## config.mk

```make
export PLATFORM = sky130hd
export DESIGN_NAME = adex_tdm_scheduler_flat
export DESIGN_NICKNAME = d
export VERILOG_FILES = /design/src/rtl/adex_tdm_scheduler_if.sv /design/src/rtl/adex_tdm_scheduler.sv /design/src/flat_wrapper.sv
export SDC_FILE = /design/constraint.sdc
export NUM_CORES = 1
export LEC_CHECK = 0
export BUFFER_PORTS_ARGS = -buffer_cell sky130_fd_sc_hd__buf_2
export CAP_MARGIN = 5
export CORE_ASPECT_RATIO = 1.1
export CORE_UTILIZATION = 40
export CTS_CLUSTER_SIZE = 12
export DETAILED_ROUTE_END_ITERATION = 6
export HOLD_SLACK_MARGIN = 0.05
export PLACE_DENSITY = 0.69
export SLEW_MARGIN = 15
export SYNTH_ARGS = -nofsm -noshare
export SYNTH_HDL_FRONTEND = slang
export SYNTH_SLANG_ARGS = --single-unit
```

## constraint.sdc

```tcl
create_clock -name clk -period 2.8 [get_ports clk]
set_clock_uncertainty 0.1 [all_clocks]
set_input_delay 0.28 -clock clk [delete_from_list [all_inputs] [get_ports clk]]
set_output_delay 0.28 -clock clk [all_outputs]
set_load 0.02 [all_outputs]
```

## src/rtl/adex_tdm_scheduler_if.sv

```systemverilog
// Bundle between the TDM scheduler, the shared AdEx update datapath and the
// spike-event consumer.
//
// Handshakes (both follow valid/ready rules):
//   update : upd_req is the valid, upd_ack the ready. While upd_req=1 the
//            payload (upd_idx/upd_v/upd_w) is held stable; the transfer happens
//            on the first clock edge where upd_req=1 and upd_ack=1, and the
//            datapath result (upd_v_next/upd_w_next/upd_spike) is taken on
//            that same edge. upd_ack with upd_req=0 has no effect.
//   events : spk_valid/spk_idx are the valid/payload, spk_ready the ready.
//            The head pops on an edge with spk_valid=1 and spk_ready=1; the
//            payload never changes while spk_valid=1 and spk_ready=0.
interface adex_tdm_scheduler_if #(
    parameter int IDX_W = 2
);
    logic             upd_req;
    logic [IDX_W-1:0] upd_idx;
    logic [14:0]      upd_v;
    logic [14:0]      upd_w;
    logic             upd_ack;
    logic [14:0]      upd_v_next;
    logic [14:0]      upd_w_next;
    logic             upd_spike;
    logic             spk_valid;
    logic [IDX_W-1:0] spk_idx;
    logic             spk_ready;

    modport master (
        output upd_req, upd_idx, upd_v, upd_w,
        input  upd_ack, upd_v_next, upd_w_next, upd_spike,
        output spk_valid, spk_idx,
        input  spk_ready
    );

    modport slave (
        input  upd_req, upd_idx, upd_v, upd_w,
        output upd_ack, upd_v_next, upd_w_next, upd_spike,
        input  spk_valid, spk_idx,
        output spk_ready
    );
endinterface

```

## src/rtl/adex_tdm_scheduler.sv

```systemverilog
// adex_tdm_scheduler: shares one external AdEx Euler-update datapath among
// N_NEURONS v/w state slots (Q8.7, 15-bit). Each accepted tick sweeps the
// slots in ascending order, one LOAD + REQ pair per slot, writes the datapath
// result straight back and queues spike events in a small FIFO.
// Optional build macro ADEX_SCHED_MASK_EN adds a neuron_mask input; slots whose
// mask bit is 0 are skipped for the whole sweep.
// dbg_state exposes the FSM state (IDLE=0, LOAD=1, REQ=2, DONE=3).
module adex_tdm_scheduler #(
    parameter int N_NEURONS  = 4,
    parameter int FIFO_DEPTH = 4,
    parameter int V_INIT     = -8320,
    parameter int W_INIT     = 0
) (
    input  logic                         clk,
    input  logic                         rst_n,
    input  logic                         enable,
    input  logic                         tick,
    input  logic                         state_clr,
    input  logic                         clr_flags,
`ifdef ADEX_SCHED_MASK_EN
    input  logic [N_NEURONS-1:0]         neuron_mask,
`endif
    adex_tdm_scheduler_if.master         bus,
    input  logic [$clog2(N_NEURONS)-1:0] rd_idx,
    output logic [14:0]                  rd_v,
    output logic [14:0]                  rd_w,
    output logic                         busy,
    output logic                         sweep_done,
    output logic                         overrun,
    output logic                         drop,
    output logic [1:0]                   dbg_state
);
    localparam int IDX_W  = $clog2(N_NEURONS);
    localparam int FPTR_W = $clog2(FIFO_DEPTH);
    localparam int CNT_W  = FPTR_W + 1;
    localparam logic [CNT_W-1:0] DEPTH_C = CNT_W'(FIFO_DEPTH);
    localparam logic [14:0] V_RST = 15'(V_INIT);
    localparam logic [14:0] W_RST = 15'(W_INIT);

    typedef enum logic [1:0] {IDLE, LOAD, REQ, DONE} state_t;

    state_t           state;
    logic [IDX_W-1:0] cur_idx;
    logic [14:0]      v_mem [N_NEURONS];
    logic [14:0]      w_mem [N_NEURONS];

    logic [IDX_W-1:0] fifo_mem [FIFO_DEPTH];
    logic [FPTR_W-1:0] wr_ptr, rd_ptr, rd_nxt;
    logic [CNT_W-1:0] count, count_next;
    logic             push_req, pop, full, push, drop_evt;
    logic [IDX_W-1:0] head_next;

    logic [N_NEURONS-1:0] mask_start, mask_live;
    logic [IDX_W:0]       first_hit, after_hit;

    // Lowest enabled slot at or above 'from'; MSB flags that one was found.
    function automatic logic [IDX_W:0] next_slot(input logic [N_NEURONS-1:0] m, input int from);
        logic [IDX_W:0] r;
        r = '0;
        for (int i = N_NEURONS - 1; i >= 0; i--) begin
            if (i >= from && m[i]) r = {1'b1, IDX_W'(i)};
        end
        return r;
    endfunction

`ifdef ADEX_SCHED_MASK_EN
    logic [N_NEURONS-1:0] mask_q;

    // Mask is captured on the starting tick and held for the whole sweep.
    always_ff @(posedge clk or negedge rst_n) begin
        if (!rst_n) mask_q <= '0;
        else if (state == IDLE && !state_clr && tick && enable) mask_q <= neuron_mask;
    end

    assign mask_start = neuron_mask;
    assign mask_live  = mask_q;
`else
    assign mask_start = '1;
    assign mask_live  = '1;
`endif

    // Slot selection: first slot of a new sweep, and the slot after cur_idx.
    always_comb begin
        first_hit = next_slot(mask_start, 0);
        after_hit = next_slot(mask_live, int'(cur_idx) + 1);
    end

    // Sweep FSM, state memory writeback and registered datapath-side outputs.
    always_ff @(posedge clk or negedge rst_n) begin
        if (!rst_n) begin
            state       <= IDLE;
            cur_idx     <= '0;
            bus.upd_req <= 1'b0;
            bus.upd_idx <= '0;
            bus.upd_v   <= '0;
            bus.upd_w   <= '0;
            busy        <= 1'b0;
            sweep_done  <= 1'b0;
            for (int i = 0; i < N_NEURONS; i++) begin
                v_mem[i] <= V_RST;
                w_mem[i] <= W_RST;
            end
        end else begin
            sweep_done <= 1'b0;
            case (state)
                IDLE: begin
                    if (state_clr) begin
                        for (int i = 0; i < N_NEURONS; i++) begin
                            v_mem[i] <= V_RST;
                            w_mem[i] <= W_RST;
                        end
                    end else if (tick && enable) begin
                        busy <= 1'b1;
                        if (first_hit[IDX_W]) begin
                            cur_idx <= first_hit[IDX_W-1:0];
                            state   <= LOAD;
                        end else begin
                            sweep_done <= 1'b1;
                            state      <= DONE;
                        end
                    end
                end
                LOAD: begin
                    bus.upd_idx <= cur_idx;
                    bus.upd_v   <= v_mem[cur_idx];
                    bus.upd_w   <= w_mem[cur_idx];
                    bus.upd_req <= 1'b1;
                    state       <= REQ;
                end
                REQ: begin
                    if (bus.upd_ack) begin
                        v_mem[cur_idx] <= bus.upd_v_next;
                        w_mem[cur_idx] <= bus.upd_w_next;
                        bus.upd_req    <= 1'b0;
                        if (after_hit[IDX_W]) begin
                            cur_idx <= after_hit[IDX_W-1:0];
                            state   <= LOAD;
                        end else begin
                            sweep_done <= 1'b1;
                            state      <= DONE;
                        end
                    end
                end
                DONE: begin
                    busy  <= 1'b0;
                    state <= IDLE;
                end
                default: begin
                    busy  <= 1'b0;
                    state <= IDLE;
                end
            endcase
        end
    end

    // Event FIFO control: a push into a full FIFO survives only if the head pops.
    always_comb begin
        push_req   = (state == REQ) && bus.upd_ack && bus.upd_spike;
        pop        = bus.spk_valid && bus.spk_ready;
        full       = (count == DEPTH_C);
        push       = push_req && (!full || pop);
        drop_evt   = push_req && full && !pop;
        rd_nxt     = rd_ptr + 1'b1;
        count_next = count;
        if (push && !pop) count_next = count + 1'b1;
        else if (pop && !push) count_next = count - 1'b1;
        head_next = bus.spk_idx;
        if (pop) begin
            if (count > 1) head_next = fifo_mem[rd_nxt];
            else if (push) head_next = cur_idx;
        end else if (count == '0 && push) begin
            head_next = cur_idx;
        end
    end

    // Event FIFO storage with a registered head entry.
    always_ff @(posedge clk or negedge rst_n) begin
        if (!rst_n) begin
            wr_ptr        <= '0;
            rd_ptr        <= '0;
            count         <= '0;
            bus.spk_valid <= 1'b0;
            bus.spk_idx   <= '0;
            for (int i = 0; i < FIFO_DEPTH; i++) fifo_mem[i] <= '0;
        end else begin
            if (push) begin
                fifo_mem[wr_ptr] <= cur_idx;
                wr_ptr           <= wr_ptr + 1'b1;
            end
            if (pop) rd_ptr <= rd_nxt;
            count         <= count_next;
            bus.spk_valid <= (count_next != '0);
            bus.spk_idx   <= head_next;
        end
    end

    // Sticky status flags; a new event in the clearing cycle wins.
    always_ff @(posedge clk or negedge rst_n) begin
        if (!rst_n) begin
            overrun <= 1'b0;
            drop    <= 1'b0;
        end else begin
            if (tick && state != IDLE) overrun <= 1'b1;
            else if (clr_flags)        overrun <= 1'b0;
            if (drop_evt)              drop <= 1'b1;
            else if (clr_flags)        drop <= 1'b0;
        end
    end

    // Debug read port and state visibility.
    always_comb begin
        rd_v = '0;
        rd_w = '0;
        if (int'(rd_idx) < N_NEURONS) begin
            rd_v = v_mem[rd_idx];
            rd_w = w_mem[rd_idx];
        end
    end

    assign dbg_state = state;
endmodule
```

## src/flat_wrapper.sv

```systemverilog
// flat-port wrapper written by rule: the top's interface ports become plain ports
module adex_tdm_scheduler_flat 
#(
    parameter int N_NEURONS  = 4,
    parameter int FIFO_DEPTH = 4,
    parameter int V_INIT     = -8320,
    parameter int W_INIT     = 0
)
  (clk, rst_n, enable, tick, state_clr, clr_flags, rd_idx, rd_v, rd_w, busy, sweep_done, overrun, drop, dbg_state, bus_upd_req, bus_upd_idx, bus_upd_v, bus_upd_w, bus_upd_ack, bus_upd_v_next, bus_upd_w_next, bus_upd_spike, bus_spk_valid, bus_spk_idx, bus_spk_ready);
  adex_tdm_scheduler_if bus_i ();
  input  logic clk;
  input  logic rst_n;
  input  logic enable;
  input  logic tick;
  input  logic state_clr;
  input  logic clr_flags;
  input  logic [$clog2(N_NEURONS)-1:0] rd_idx;
  output logic [14:0] rd_v;
  output logic [14:0] rd_w;
  output logic busy;
  output logic sweep_done;
  output logic overrun;
  output logic drop;
  output logic [1:0] dbg_state;
  output wire logic [$bits(bus_i.upd_req)-1:0] bus_upd_req;
  output wire logic [$bits(bus_i.upd_idx)-1:0] bus_upd_idx;
  output wire logic [$bits(bus_i.upd_v)-1:0] bus_upd_v;
  output wire logic [$bits(bus_i.upd_w)-1:0] bus_upd_w;
  input wire logic [$bits(bus_i.upd_ack)-1:0] bus_upd_ack;
  input wire logic [$bits(bus_i.upd_v_next)-1:0] bus_upd_v_next;
  input wire logic [$bits(bus_i.upd_w_next)-1:0] bus_upd_w_next;
  input wire logic [$bits(bus_i.upd_spike)-1:0] bus_upd_spike;
  output wire logic [$bits(bus_i.spk_valid)-1:0] bus_spk_valid;
  output wire logic [$bits(bus_i.spk_idx)-1:0] bus_spk_idx;
  input wire logic [$bits(bus_i.spk_ready)-1:0] bus_spk_ready;
  assign bus_upd_req = bus_i.upd_req;
  assign bus_upd_idx = bus_i.upd_idx;
  assign bus_upd_v = bus_i.upd_v;
  assign bus_upd_w = bus_i.upd_w;
  assign bus_i.upd_ack = bus_upd_ack;
  assign bus_i.upd_v_next = bus_upd_v_next;
  assign bus_i.upd_w_next = bus_upd_w_next;
  assign bus_i.upd_spike = bus_upd_spike;
  assign bus_spk_valid = bus_i.spk_valid;
  assign bus_spk_idx = bus_i.spk_idx;
  assign bus_i.spk_ready = bus_spk_ready;
  adex_tdm_scheduler #(.N_NEURONS(N_NEURONS), .FIFO_DEPTH(FIFO_DEPTH), .V_INIT(V_INIT), .W_INIT(W_INIT)) u_core (.clk(clk), .rst_n(rst_n), .enable(enable), .tick(tick), .state_clr(state_clr), .clr_flags(clr_flags), .bus(bus_i), .rd_idx(rd_idx), .rd_v(rd_v), .rd_w(rd_w), .busy(busy), .sweep_done(sweep_done), .overrun(overrun), .drop(drop), .dbg_state(dbg_state));
endmodule
```

==> metrics.txt, run 1 <==
die height=between 150 and 200 um; clk_lat worst skew=between 0.4 and 0.5 ns; Worst Setup SP=u_core.dbg_state[1]$_DFFE_PN0P_; DRC errors left=0; WL/cell=approximately 22 um; Comb pwr share=a little over a third; crit path launch type=flip-flop; RSZ-0062 raised after global routing=no; share of layout cells above drive strength 1=41.8%; TritonCTS clock tree=yes; post-synthesis cell area=between 8000 and 9000 um2; Mean Syn Cell Area=14.3 um2; YS warnings=0; # IOs=113; Leak=roughly 0.0048 uW; sequential fraction of design power=a little over 40%; slowest cell on the critical path=dfrtp_1; max capacitance violation total=0; Layout Nets=771; WS Path Type=reg2reg; # diodes=0; normalized max-slew margin=53.4%; crit path DAT=roughly 2.5 ns; worst-margin pin slew=around 0.7 ns; Cell Chain, Critical Path=nor2b_1 -> and3_1 -> buf_4 -> a22o_1; Yosys top cell area share=44.9%; DRT Pass-1 Iters=5; Total Power=10300 uW; hold buffers post-CTS=24; Sw Share=36.0%; sequential cell area fraction in the yosys report=a little over half; Final ANT Viol Nets=0; dpl hpwl=between 10 and 15 mm; CP endpoint kind=flip-flop; IR drop worst, VDD=about 600 uV; hold path startpoint=bus_upd_v_next[11]; setup violators final=0; Num Clock Sinks=179; Clock power frac=a little under a quarter; worst hold path type=in2reg; PnR worst setup slack=0.621 ns; TNS Setup=0 ns; Layout area overhead=20.4%; Period minus WS final=around 2.2 ns; flops & latches, synth=179; Post-CTS Setup Inserts=0; CTS root buffer=clkbuf_16; Unique masters post-synth=38; vias in the first global route=approximately 6400; CTS max path bufs=2; Resize count post-CTS=0; post-place setup slack=approximately 0.69 ns; CP peak stage delay=0.73 ns; Die ar.=between 20000 and 25000 um2; initial drt markers=between 300 and 400; depth of the CTS H-tree=4; CTS Buf Count=17; vias per inst=~6.0; commonest non-fill, non-tap cell in the layout=dfrtp_1; Post-Syn Instances=a little under 600; Site Rows=55; global route total overflow=0; total number of vias=5881; final WL=21.9 mm; Post-synth top flop=dfrtp_1; pwr/cell area=a little over 1000 nW/um2; fin util=between 40% and 50%; Syn Nets=about 640; initial core utilization=about 40%; Max Slew Vio Count=0; Final Wtd Congestion=about 0.84; Port Buffers=about 110; EDFF count, synth=0; area leader, netlist=dfrtp_1; Die W=between 100 and 150 um; P_int=approximately 6600 uW; Area contributors post-synth=dfrtp_1 45%, mux4_2 17%, a22o_1 9.8%; clk slew on worst S/H paths=about 0.070 ns; Synth async-reset ratio=100%; status=completed; core box area=around 21000 um2; global-route wire length before repair=between 30 and 40 mm; Psw=roughly 3700 uW; Worst EP required=3.07 ns; largest net degree at the start of global routing=74; total routing usage reported by global routing=a little over a fifth; Hold Vio Cnt, Final=0; Peak Freq=around 460 MHz; R2R Setup Slk=around 0.62 ns; antenna violations before repair=1; reg2reg start=u_core.dbg_state[1]$_DFFE_PN0P_; CP Max Fanout=23; commonest non-fill, non-tap cells in the layout=149 x dfrtp_1, 111 x buf_2, 94 x a22o_1; Tcrit/Tclk final=~80%
layer usage:
layer  global-route usage, %  part of all wire, %  vias up
li1                        -                    -     2506
met1                    26.9                   41     3121
met2                    36.8                   52      206
met3                    3.39                  5.0       46
met4                    9.31                  2.7        2
met5                       0                0.078        -
path summary, 6_finish.rpt:
| check | cells after the start | to |
|---|---|---|
| worst max-delay path | 4 | u_core.w_mem[58]$_DFFE_PN0P_ |
| worst min-delay path | 3 | u_core.v_mem[56]$_DFFE_PN1P_ |
| worst max register to register | 4 | u_core.w_mem[58]$_DFFE_PN0P_ |
| worst min register to register | 2 | u_core.v_mem[39]$_DFFE_PN1P_ |
| max in group asynchronous | 3 | u_core.v_mem[43]$_DFFE_PN0P_ |
| min in group asynchronous | 2 | u_core.bus.upd_v[10]$_DFFE_PN0P_ |
flip-flops by register name, summed over array words and instances (netlist names):
register,cells
u_core.busy,1
u_core.sweep_done,1
u_core.drop,1
u_core.bus.upd_req,1
u_core.bus.upd_w,15
u_core.v_mem,60
u_core.bus.spk_valid,1
u_core.overrun,1
u_core.rd_ptr,2
u_core.dbg_state,2
u_core.bus.upd_idx,2
u_core.count,3
u_core.cur_idx,2
u_core.fifo_mem,8
u_core.w_mem,60
u_core.bus.upd_v,15
u_core.bus.spk_idx,2
u_core.wr_ptr,2
layout make-up:
type                    instances  area (um2)
well taps                     256         320
clock buffers                  18         439
clock inverters                13         158
multi-input cells             347        3610
flip-flops and latches        179        4520
fillers                      1776       10400
inverters                      12        45.0
repair buffers                160        1040
critical path: cells and delay by family, from the launching register on:
kind,cells,cell delay [ns]
buf+inv,1,0.33
compound gates,1,0.22
flops,1,0.73
simple gates,2,0.71
synth_stat cells (2+ instances only):
master and n:
nor2_1 12, and3_1 5, mux2_2 44, mux4_2 62, xnor2_1 4, ha_1 13, nand2_1 40, buf_1 6
nand3_1 6, inv_1 12, dfstp_2 28, o21ai_0 35, dfrtp_1 151, a21o_1 6, a22o_1 94, nor2b_1 2
buf_6 2, buf_2 29, clkbuf_1 12, nand2b_1 4, a21oi_1 5
through the flow:
step                instance area, um2  instances  hold WS, ns
floorplan                         8410        589       -0.116
global placement                  9290        930        0.240
detailed placement                9290        930        0.255
CTS                              10100        985       0.0509
global route                     10100        985       0.0675
finish                           10100        985       0.0586
cells by family (layout without fill, tap and decap cells):
logic type,Yosys count,after routing,share of synthesized area (%)
AO/OA/AOI/OAI,147,147,13.5
XOR/XNOR,4,4,0.416
adder cells (fa/ha/maj),13,13,1.93
buffers and inverters,63,203,3.48
flip-flops,179,179,53.7
multiplexers,107,107,22.6
AND/OR/NAND/NOR,76,76,4.37
power groups by stage:
stage	logic, uW	clock network [uW]	registers, uW
6_report	3680	2450	4220
2_1_floorplan	2320	0	4300
4_1_cts	3720	2480	4210
5_1_grt	3970	2580	4330
3_3_place_gp	3560	0	4170
3_5_place_dp	3670	0	4250
No activity file was read; power rests on OpenSTA's default activity.
==> run 2, diff against run 1 <==
--- a/config.mk
+++ b/config.mk
@@ -12,7 +12,7 @@
 export CTS_CLUSTER_SIZE = 12
 export DETAILED_ROUTE_END_ITERATION = 6
 export HOLD_SLACK_MARGIN = 0.05
-export PLACE_DENSITY = 0.69
+export PLACE_DENSITY = 0.71
 export SLEW_MARGIN = 15
 export SYNTH_ARGS = -nofsm -noshare
 export SYNTH_HDL_FRONTEND = slang
==> constraint.sdc (replaced) <==
create_clock -name clk -period 1.9 [get_ports clk]
set_clock_uncertainty 0.1 [all_clocks]
set_input_delay 0.19 -clock clk [delete_from_list [all_inputs] [get_ports clk]]
set_output_delay 0.19 -clock clk [all_outputs]
set_load 0.02 [all_outputs]
==> metrics.txt, run 2 (same netlist as run 1, synthesis figures left out) <==
status=completed; slowest cell on the critical path=mux4_2; share of layout cells above drive strength 1=42.2%; Layout area overhead=23.3%; Leak=approximately 0.0048 uW; clk_lat worst skew=between 0.4 and 0.5 ns; crit path launch type=flip-flop; commonest non-fill, non-tap cell in the layout=dfrtp_1; initial drt markers=383; WS Path Type=reg2out; Peak Freq=~550 MHz; hold path startpoint=bus_upd_ack; Hold Vio Cnt, Final=0; pwr/cell area=1460 nW/um2; reg2reg start=u_core.cur_idx[0]$_DFFE_PN0P_; vias per inst=5.80; post-place setup slack=roughly 0.083 ns; Worst EP required=1.61 ns; Layout Nets=~800; Die ar.=between 20000 and 25000 um2; DRC errors left=0; RSZ-0062 raised after global routing=no; worst hold path type=in2reg; total routing usage reported by global routing=20.8%; CP peak stage delay=between 0.5 and 0.6 ns; CP endpoint kind=output port; TritonCTS clock tree=yes; TNS Setup=0 ns; Max Slew Vio Count=0; normalized max-slew margin=around three quarters; CTS max path bufs=2; Final ANT Viol Nets=0; Post-CTS Setup Inserts=0; # IOs=around 110; depth of the CTS H-tree=4; initial core utilization=40.9%; CTS root buffer=clkbuf_16; core box area=a little over 20000 um2; worst hold margin=between 0.1 and 0.15 ns; vias in the first global route=a little over 6000; # diodes=0; CTS Buf Count=17; FILL cells=roughly 1800; IR drop worst, VDD=approximately 700 uV; DRT Pass-1 Iters=5; Period minus WS final=approximately 1.8 ns; antenna violations before repair=0; global-route wire length before repair=34.0 mm; Cell Chain, Critical Path=mux4_2 -> buf_2; Critical R2R Capture=u_core.bus.upd_w[1]$_DFFE_PN0P_; Port Buffers=112; PnR worst setup slack=~0.08 ns; Hold EP=u_core.sweep_done$_DFF_PN0_; Tcrit/Tclk final=roughly 96%; total number of vias=slightly below 6000; crit path DAT=roughly 1.5 ns; max capacitance violation total=0; largest net degree at the start of global routing=between 60 and 70; R2R cell count=3; Site Rows=55; Num Clock Sinks=between 150 and 200; CP delay by family, top=multiplexers; setup violators final=0; Hold Path Depth=2; WL/cell=about 21 um; final WL=~21 mm; CP Max Fanout=3; Total Power=around 15000 uW; dpl hpwl=~13 mm; Final Wtd Congestion=a little under 0.8; R2R Setup Slk=around 0.090 ns; global route total overflow=0; commonest non-fill, non-tap cells in the layout=148 x dfrtp_1, 111 x buf_2, 94 x a22o_1; CP Buf/Inv Count=1; worst-margin pin slew=roughly 0.40 ns; die height=around 150 um; largest registers=u_core.v_mem: 60 flops, u_core.w_mem: 60 flops; fin util=between 50% and 60%; Die W=roughly 140 um; clk slew on worst S/H paths=0.06 ns
-- run 2: cell type report --
type | instances | area, um2 | area share (%)
timing repair buffer | 179 | 1310 | 12.6
multi-input combinational | 347 | 3620 | 34.9
sequential | 179 | 4520 | 43.6
tap | 256 | 320 | 3.09
clock inverter | 14 | 130 | 1.25
clock buffer | 18 | 429 | 4.14
inverter | 12 | 45.0 | 0.434
-- run 2: what timing repair did --
action,4_1_cts,5_1_grt
hold endpoints to repair,292,0
endpoints found under the setup margin,0,28
resized for setup,0,3
hold buffers,36,0
-- run 2: stage by stage --
stage               cells  cell area, um2
global route         1005           10400
detailed placement    937            9440
finish               1005           10400
global placement      937            9440
CTS                  1005           10400
floorplan             589            8420
-- run 2: worst max-delay path by stage --
stage | start | to | slack [ns] | cells past startpoint
floorplan | u_core.cur_idx[1]$_DFFE_PN0P_ | u_core.v_mem[43]$_DFFE_PN0P_ | -0.004 | 9
global placement | u_core.cur_idx[0]$_DFFE_PN0P_ | u_core.bus.upd_w[4]$_DFFE_PN0P_ | 0.13 | 3
detailed placement | u_core.count[0]$_DFF_PN0_ | u_core.bus.spk_idx[1]$_DFFE_PN0P_ | 0.08 | 6
CTS | u_core.count[0]$_DFF_PN0_ | u_core.bus.spk_idx[1]$_DFFE_PN0P_ | 0.07 | 6
global route | u_core.count[0]$_DFF_PN0_ | u_core.bus.spk_valid$_DFF_PN0_ | 0.01 | 7
finish | u_core.w_mem[28]$_DFFE_PN0P_ | rd_w[13] | 0.08 | 2
-- run 2: power breakdown --
part / switching (uW) / total (uW) / leakage [uW] / internal (uW)
clock: 1540 / 3350 / 0.000265 / 1820
combinational: 3050 / 5710 / 0.00225 / 2660
sequential: 919 / 6120 / 0.00233 / 5200
total: 5500 / 15200 / 0.00485 / 9680
-- run 2: worst register-to-register path, delay by kind of cell (launching register included) --
kind | cells | cell delay (ns)
buffers and inverters | 1 | 0.27
muxes | 2 | 0.82
DFF | 1 | 0.51
-- run 2: layer usage --
metal | up-vias | GRT usage [%] | wire (um)
li1 | 2545 | - | -
met1 | 3064 | 26.3 | 8840
met2 | 188 | 35.5 | 11000
met3 | 28 | 3.71 | 931
met4 | 0 | 8.01 | 438
met5 | - | 0 | 0
==> run 3, diff against run 2 <==
--- a/config.mk
+++ b/config.mk
@@ -8,11 +8,13 @@
 export BUFFER_PORTS_ARGS = -buffer_cell sky130_fd_sc_hd__buf_2
 export CAP_MARGIN = 5
 export CORE_ASPECT_RATIO = 1.1
+export CORE_MARGIN = 2
 export CORE_UTILIZATION = 40
 export CTS_CLUSTER_SIZE = 12
 export DETAILED_ROUTE_END_ITERATION = 6
 export HOLD_SLACK_MARGIN = 0.05
 export PLACE_DENSITY = 0.71
+export REMOVE_ABC_BUFFERS = 1
 export SLEW_MARGIN = 15
 export SYNTH_ARGS = -nofsm -noshare
 export SYNTH_HDL_FRONTEND = slang
==> constraint.sdc (replaced) <==
create_clock -name clk -period 1.9 [get_ports clk]
set_clock_uncertainty 0.1 [all_clocks]
set_input_delay 0.095 -clock clk [delete_from_list [all_inputs] [get_ports clk]]
set_output_delay 0.095 -clock clk [all_outputs]
set_load 0.02 [all_outputs]
==> metrics.txt, run 3 (same netlist as run 1, synthesis figures left out) <==
Layout area overhead=25.4%; total routing usage reported by global routing=about a fifth; TritonCTS clock tree=yes; CTS max path bufs=2; Port Buffers=112; largest net degree at the start of global routing=between 50 and 60; die height=156 um; Die W=approximately 140 um; commonest non-fill, non-tap cells in the layout=148 x dfrtp_1, 111 x buf_2, 94 x a22o_1; Peak Freq=between 500 and 600 MHz; Layout Nets=approximately 800; initial drt markers=roughly 370; share of layout cells above drive strength 1=around 42%; max capacitance violation total=0; global-route wire length before repair=about 34 mm; Leak=~0.005 uW; clk slew on worst S/H paths=about 0.07 ns; normalized max-slew margin=roughly 72%; dpl hpwl=13.8 mm; CP Max Fanout=3; Period minus WS final=approximately 1.8 ns; vias per inst=~5.7; Clock power frac=around a quarter; # IOs=~110; WL/cell=21.5 um; CP endpoint kind=flip-flop; WS Path Type=reg2reg; core box area=about 20000 um2; sequential fraction of design power=about two fifths; global route total overflow=0; Final ANT Viol Nets=0; CTS Buf Count=17; Site Rows=between 50 and 60; worst hold path type=in2async; CTS root buffer=clkbuf_16; DRC errors left=0; antenna violations before repair=0; largest registers=u_core.v_mem: 60 flops, u_core.w_mem: 60 flops; DRT Pass-1 Iters=4; Comb pwr share=37.4%; pwr/cell area=around 1500 nW/um2; Hold Vio Cnt, Final=0; crit path launch type=flip-flop; clk_lat worst skew=about 0.42 ns; Worst EP required=~2.1 ns; FILL cells=~1700; Tcrit/Tclk final=between 90% and 100%; IR drop worst, VDD=approximately 870 uV; Total Power=~16000 uW; worst hold margin=approximately 0.055 ns; P_int=10300 uW; Max Slew Vio Count=0; # diodes=0; initial core utilization=40.9%; FF+latch area=about 4500 um2; depth of the CTS H-tree=4; Final Wtd Congestion=about 0.81; commonest non-fill, non-tap cell in the layout=dfrtp_1; worst-margin pin slew=0.427 ns; Die ar.=around 22000 um2; status=completed; setup violators final=0; crit path DAT=slightly above 2 ns; final WL=roughly 22 mm; Sw Share=between 30 and 40%; Num Clock Sinks=~180; Psw=about 5400 uW; vias in the first global route=6101; RSZ-0062 raised after global routing=no; total number of vias=slightly below 6000; area of the multi-input gates=roughly 3600 um2
## run 3: changes by cell type in the layout (fill, tap and decap cells not counted), sizes merged
cell,change
buf,+7
clkbuf,+6
clkinv,-6
bufinv,+3
clkinvlp,-3
dlygate4sd3,+1
inv,-1
## run 3: area by class of cell
cell class	count	share of cell area (%)
multi-input combinational	347	34.3
tap	256	3.04
sequential	179	42.8
timing repair buffer	187	13.5
clock inverter	7	1.38
inverter	12	0.427
clock buffer	24	4.57
## run 3: path summary, 6_finish.rpt
path | start | endpoint | slack [ns] | cells past startpoint
worst min register to register | u_core.v_mem[40]$_DFFE_PN1P_ | u_core.v_mem[40]$_DFFE_PN1P_ | 0.39 | 2
worst max-delay path | u_core.count[0]$_DFF_PN0_ | u_core.bus.spk_idx[1]$_DFFE_PN0P_ | 0.08 | 6
worst max register to register | u_core.count[0]$_DFF_PN0_ | u_core.bus.spk_idx[1]$_DFFE_PN0P_ | 0.08 | 6
max in group asynchronous | rst_n | u_core.cur_idx[1]$_DFFE_PN0P_ | 0.99 | 3
min in group clk | bus_spk_ready | u_core.count[1]$_DFF_PN0_ | 0.07 | 5
worst min-delay path | rst_n | u_core.drop$_DFFE_PN0P_ | 0.05 | 2
## run 3: critical path, cell delays in order, from the launching register on
cell      delay [ns]
dfrtp_1         0.41
inv_1           0.09
ha_1            0.17
nand2b_1        0.06
a21oi_1         0.24
mux2_2          0.37
mux2_2          0.26
## run 3: repair_timing
item	CTS	global route
endpoints found under the hold margin	294	0
buffers inserted	0	5
resized for setup	0	1
endpoints found under the setup margin	0	7
hold buffers	37	0
## run 3: through the flow
step	utilization (%)	TNS, ns	area [um2]	std cells	setup slack, ns
final	51.3	0	10500	1012	0.0831
after floorplan	-	-155.86	8160	538	-1.12
after CTS	51.0	0	10500	1007	0.0887
after global routing	51.3	0	10500	1012	0.0125
after global placement	46.2	0	9500	939	0.143
after detailed placement	46.2	0	9500	939	0.113
## run 3: power by group through the flow
stage	clock network [uW]	registers [uW]	logic, uW
3_5_place_dp	0	6150	5780
5_1_grt	4010	6270	6390
4_1_cts	3830	6110	5850
6_report	3760	6110	5890
3_3_place_gp	0	6120	5660
2_1_floorplan	0	6560	2980
## run 3: layer usage
layer  track usage, %  routed length, um
met5                0                  0
met4             6.52                332
met3             4.11               1180
met2             33.4              11000
met1             27.9               9300
